<file path="src/rtl/program_loader.sv">
// Host-link program loader: streams a length-prefixed image into the CPU's RAM while holding the CPU halted.
// Optional trailing checksum byte is enabled by defining PROGRAM_LOADER_CHECKSUM_EN.
module program_loader #(
  parameter int ADDR_W = 4,
  parameter int DATA_W = 8
) (
  input  logic              clk,
  input  logic              rst,
  input  logic              start,
  input  logic [DATA_W-1:0] in_data,
  input  logic              in_valid,
  output logic              in_ready,
  output logic [ADDR_W-1:0] mem_addr,
  output logic [DATA_W-1:0] mem_wdata,
  output logic              mem_we,
  output logic              cpu_halt,
  output logic              busy,
  output logic              done,
  output logic              error
);

  // One extra counter bit lets a full-depth image terminate without wrapping.
  localparam int CNT_W = ADDR_W + 1;

  typedef enum logic [2:0] {
    S_IDLE  = 3'd0,
    S_LEN   = 3'd1,
    S_DATA  = 3'd2,
`ifdef PROGRAM_LOADER_CHECKSUM_EN
    S_CSUM  = 3'd3,
`else
    S_FLUSH = 3'd3,
`endif
    S_DONE  = 3'd4,
    S_ERR   = 3'd5
  } state_t;

  state_t             state_q, state_d;
  logic [CNT_W-1:0]   cnt_q, cnt_d;
  logic [CNT_W-1:0]   len_q, len_d;
  logic               mem_we_q, mem_we_d;
  logic [ADDR_W-1:0]  mem_addr_q, mem_addr_d;
  logic [DATA_W-1:0]  mem_wdata_q, mem_wdata_d;
  logic               xfer;
  logic               len_ok;
  logic               start_ok;
  logic [CNT_W-1:0]   cnt_inc;
`ifdef PROGRAM_LOADER_CHECKSUM_EN
  logic [DATA_W-1:0]  sum_q, sum_d;
  logic [DATA_W-1:0]  sum_total;
`endif

  assign xfer     = in_valid && in_ready;
  assign len_ok   = (in_data != '0) && (in_data <= DATA_W'(2 ** ADDR_W));
  assign start_ok = start && ((state_q == S_IDLE) || (state_q == S_ERR));
  assign cnt_inc  = cnt_q + CNT_W'(1);
`ifdef PROGRAM_LOADER_CHECKSUM_EN
  assign sum_total = sum_q + in_data;
`endif

  // State register
  always_ff @(posedge clk) begin
    if (rst) begin
      state_q <= S_IDLE;
    end else begin
      state_q <= state_d;
    end
  end

  // Next-state logic
  always_comb begin
    state_d = state_q;
    case (state_q)
      S_IDLE: if (start) state_d = S_LEN;
      S_LEN:  if (xfer) state_d = len_ok ? S_DATA : S_ERR;
      S_DATA: begin
        if (xfer && (cnt_inc == len_q)) begin
`ifdef PROGRAM_LOADER_CHECKSUM_EN
          state_d = S_CSUM;
`else
          state_d = S_FLUSH;
`endif
        end
      end
`ifdef PROGRAM_LOADER_CHECKSUM_EN
      S_CSUM: if (xfer) state_d = (sum_total == '0) ? S_DONE : S_ERR;
`else
      // Lets the final RAM write land before done is raised.
      S_FLUSH: state_d = S_DONE;
`endif
      S_DONE: state_d = S_IDLE;
      S_ERR:  if (start) state_d = S_LEN;
      default: state_d = S_IDLE;
    endcase
  end

  // Output decode from the state register
  always_comb begin
    in_ready = 1'b0;
    busy     = 1'b0;
    cpu_halt = (state_q != S_IDLE);
    done     = (state_q == S_DONE);
    error    = (state_q == S_ERR);
    case (state_q)
      S_LEN, S_DATA: begin
        in_ready = 1'b1;
        busy     = 1'b1;
      end
`ifdef PROGRAM_LOADER_CHECKSUM_EN
      S_CSUM: begin
        in_ready = 1'b1;
        busy     = 1'b1;
      end
`endif
      default: ;
    endcase
  end

  // Write-port, counter and accumulator next-state
  always_comb begin
    cnt_d       = cnt_q;
    len_d       = len_q;
    mem_we_d    = 1'b0;
    mem_addr_d  = mem_addr_q;
    mem_wdata_d = mem_wdata_q;
`ifdef PROGRAM_LOADER_CHECKSUM_EN
    sum_d       = sum_q;
`endif
    if (start_ok) begin
      cnt_d = '0;
`ifdef PROGRAM_LOADER_CHECKSUM_EN
      sum_d = '0;
`endif
    end
    if ((state_q == S_LEN) && xfer) begin
      len_d = in_data[CNT_W-1:0];
    end
    if ((state_q == S_DATA) && xfer) begin
      mem_we_d    = 1'b1;
      mem_addr_d  = cnt_q[ADDR_W-1:0];
      mem_wdata_d = in_data;
      cnt_d       = cnt_inc;
`ifdef PROGRAM_LOADER_CHECKSUM_EN
      sum_d       = sum_total;
`endif
    end
  end

  always_ff @(posedge clk) begin
    if (rst) begin
      cnt_q       <= '0;
      len_q       <= '0;
      mem_we_q    <= 1'b0;
      mem_addr_q  <= '0;
      mem_wdata_q <= '0;
`ifdef PROGRAM_LOADER_CHECKSUM_EN
      sum_q       <= '0;
`endif
    end else begin
      cnt_q       <= cnt_d;
      len_q       <= len_d;
      mem_we_q    <= mem_we_d;
      mem_addr_q  <= mem_addr_d;
      mem_wdata_q <= mem_wdata_d;
`ifdef PROGRAM_LOADER_CHECKSUM_EN
      sum_q       <= sum_d;
`endif
    end
  end

  assign mem_we    = mem_we_q;
  assign mem_addr  = mem_addr_q;
  assign mem_wdata = mem_wdata_q;

endmodule

</file>
<file path="config.mk">
export PLATFORM = sky130hd
export DESIGN_NAME = program_loader
export DESIGN_NICKNAME = d
export VERILOG_FILES = /design/src/rtl/program_loader.sv
export SDC_FILE = /design/constraint.sdc
export NUM_CORES = 1
export LEC_CHECK = 0
export ABC_AREA = 1
export BUFFER_PORTS_ARGS = -buffer_cell sky130_fd_sc_hd__clkbuf_2
export CORE_MARGIN = 2
export CORE_UTILIZATION = 51
export CTS_CLUSTER_SIZE = 20
export DETAILED_ROUTE_END_ITERATION = 8
export HOLD_SLACK_MARGIN = 0.08
export PLACE_DENSITY = 0.77
export SLEW_MARGIN = 15
export SYNTH_ARGS = -nofsm -noshare
export SYNTH_HDL_FRONTEND = slang
export SYNTH_SLANG_ARGS = --single-unit
</file>
<file path="constraint.sdc">
create_clock -name clk -period 1.85 [get_ports clk]
set_input_delay 0.37 -clock clk [delete_from_list [all_inputs] [get_ports clk]]
set_output_delay 0.37 -clock clk [all_outputs]
set_load 0.1 [all_outputs]
</file>
==> reports/results.tsv <==
stage	metric	value	unit
run_status	status	complete, no violations	
clock_network	# resized after CTS	1	
synthesis	EDFF count, synth	0	
worst_setup_path	critical-path cell list	inv_1, nand2_2, inv_1, nand2_2, nand2_2, buf_12	
power_and_ir_drop	Int Pwr	0.960	mW
sta	Hold Violations, Final	0	
global_route	first-pass GRT wire length	4830	um
floorplan	row count	17	
sta	final setup vio count	0	
detailed_routing	via count	1230	
synthesis	fraction of synthesis flops using an asynchronous set or reset pin	0	
sta	Worst Max-Slew Pin Slew	543	ps
floorplan	Initial Utilization	0.545	
final_layout	area delta synth->final	21.1	%
power_and_ir_drop	Clk network pwr share	0.162	
final_layout	Final #Nets	221	
worst_setup_path	Crit Path Class	reg -> out	
synthesis	Synth top cells by count	nand2_1, dfxtp_1, nor2_1, inv_1, o21ai_0	
clock_network	CTS tree	done	
clock_network	Skew-Pair Late Insertion Delay	330	ps
floorplan	# IOs	30	
clock_network	Post-CTS Hold Buffers	0	
sta	FMAX	559	MHz
worst_hold_path	hold depth	3	
placement	PortBufs	29	
sta	Max Slew Vio Count	0	
synthesis	yosys warns	0	
clock_network	H-tree Lvls	1	
flow_run	Max Cap Viol	0	
clock_network	Sinks on Clock Net	26	
floorplan	DIE WIDTH	52.8	um
synthesis	Avg Cell Area, Syn	6.87	um^2
clock_network	Clk Tree Root Cell	clkbuf_4	
sta	Final period util	0.967	
worst_setup_path	startpoint types	register	
global_route	Tot GR Track Use	0.236	
power_and_ir_drop	Gate power share	0.477	
power_and_ir_drop	Sw Ratio	0.471	
sta	Relative slew margins	0.639	
synthesis	top post-synthesis cells by area	dfxtp_1, nand2_1, nor2_1	
synthesis	dominant synthesized flop cell	dfxtp_1	
floorplan	Die H	52.8	um
worst_setup_path	CP max FO	4	
floorplan	die area	0.00279	mm^2
final_layout	Ant. Diodes	0	
sta	clock skew	1.93	ps
worst_setup_path	Worst setup EP type	output pin	
worst_hold_path	Hold Crit Class	in -> reg	
worst_setup_path	max incr delay on CP	370	ps
global_route	vias in the first global route	1149	
floorplan	core area	0.00223	mm^2
global_route	initial antenna violation count	0	
sta	TNS Setup	0	ps
synthesis	post-synthesis sequential area ratio	0.428	
sta	RSZ-0062 raised after global routing	false	
clock_network	CTS clk-pin slew, worst paths	140	ps
clock_network	# Post-CTS Setup Buffers	0	
synthesis	syn nets	190	
power_and_ir_drop	Power Dens Cells	1230	mW/mm^2
worst_setup_path	WP data required	1480	ps
synthesis	Synth top area share	0.428	
sta	min cycle time layout	1790	ps
synthesis	register bit count reported by yosys	26	
worst_setup_path	CP arrival	1420	ps
placement	DPL Wire Length	2160	um
detailed_routing	DRT Pass-1 Iters	4	
detailed_routing	DRC viols	0	
final_layout	final core occ	0.659	
synthesis	Distinct cells, synth	23	
global_route	pin count of the biggest net entering global routing	20	
synthesis	Mapped Cells	177	
clock_network	CTS Buffer Depth	2	
power_and_ir_drop	LEAKAGE	0.702	nW
final_layout	Finished Cell Area	0.00147	mm^2
detailed_routing	routed len/inst	12.0	um
synthesis	Synth area leader	dfxtp_1	
placement	GP Congestion	0.870	
detailed_routing	drt total wl	2820	um
detailed_routing	vias per cell	5.23	
final_layout	share of cells above drive strength 1	0.266	
worst_setup_path	Worst path most repeated cell	nand2_2	
detailed_routing	antenna-violating nets left	0	
placement	Post-Place Cell Area	0.00143	mm^2
synthesis	Post-Syn Area	0.00122	mm^2
synthesis	most common cell in the netlist	nand2_1	
worst_setup_path	slowest CP cell	dfxtp_2	
power_and_ir_drop	sequential power share	0.360	
global_route	total gr overflow	0	
power_and_ir_drop	reported net switching power	0.854	mW
detailed_routing	Iter 0 DRT Violations	41	
worst_setup_path	Register-to-Register Path Depth	12	
clock_network	Num CTS Buffers	3	
power_and_ir_drop	VDD IR max	1.19	mV
## registers in the layout (all words and copies together) (netlist names)
name,flops
mem_wdata,8
mem_addr,4
cnt_q,5
state_q,3
mem_we,1
len_q,5
## critical path, delay by kind of cell (launching register included)
family,cells,cell delay [ps]
buffers and inverters,3,400
DFF,1,370
and+or+nand+nor,3,320
## cell families (layout without fill, tap and decap cells)
logic type	Yosys count	count (layout)	synth area share
flip-flops	26	26	0.428
buffers and inverters	30	60	0.0977
adder cells (fa/ha/maj)	1	1	0.0103
AO/OA/AOI/OAI	35	35	0.154
AND/OR/NAND/NOR	85	85	0.310
## power by group through the flow
| stage | clock network [mW] | registers [mW] | logic, mW |
|---|---|---|---|
| CTS | 0.298 | 0.649 | 0.855 |
| detailed placement | 0 | 0.661 | 0.852 |
| finish | 0.294 | 0.654 | 0.866 |
| global placement | 0 | 0.660 | 0.836 |
| floorplan | 0 | 0.666 | 0.663 |
| global route | 0.319 | 0.658 | 0.921 |
## path summary, 6_finish.rpt
kind	startpoint	endpoint	slack [ps]
worst max register to register	cnt_q[0]	state_q[2]	270
worst min-delay path	in_data[5]	mem_wdata[5]	280
worst min register to register	cnt_q[4]	cnt_q[4]	510
worst max-delay path	state_q[1]	busy	60
## layout make-up
cell class	instances	area (um^2)
well taps	28	35.0
fillers	205	761
inverters	25	93.8
clock buffers	4	36.3
multi-input cells	121	589
repair buffers	31	195
flip-flops and latches	26	523
## through the flow
stage / std cells / setup slack (ps) / hold WS (ps) / power [mW]
after floorplan: 177 / -138 / 445 / 1.33
after global placement: 231 / 357 / 468 / 1.50
after detailed placement: 231 / 286 / 487 / 1.51
after CTS: 235 / 1.15 / 278 / 1.80
after global routing: 235 / 9.52 / 301 / 1.90
final: 235 / 61.4 / 280 / 1.81
## cells in the final DEF (no fill, tap or decap)
cell	n
nor3_2	1
clkbuf_2	25
o21ai_0	17
o21ai_2	2
clkbuf_8	1
dfxtp_1	24
buf_4	2
nor2_1	25
a32o_1	1
buf_12	2
nand4_1	3
nand2_1	30
or2_1	1
dfxtp_2	2
a21oi_1	15
nand2_2	7
ha_1	1
nand3b_1	1
inv_1	22
clkbuf_4	5
nor3_1	1
nor2_2	4
nand3_1	11
nor2_4	1
inv_2	3
## routing by layer
metal / routed length [um] / global-route usage / up-vias / share of wire
met1: 1220 / 0.262 / 564 / 0.43
met5: 0 / 0 / - / 0
met4: 42 / 0.111 / 0 / 0.015
li1: - / - / 624 / -
met3: 118 / 0.0400 / 6 / 0.042
met2: 1440 / 0.429 / 36 / 0.51
(Power assumes the default switching activity.)
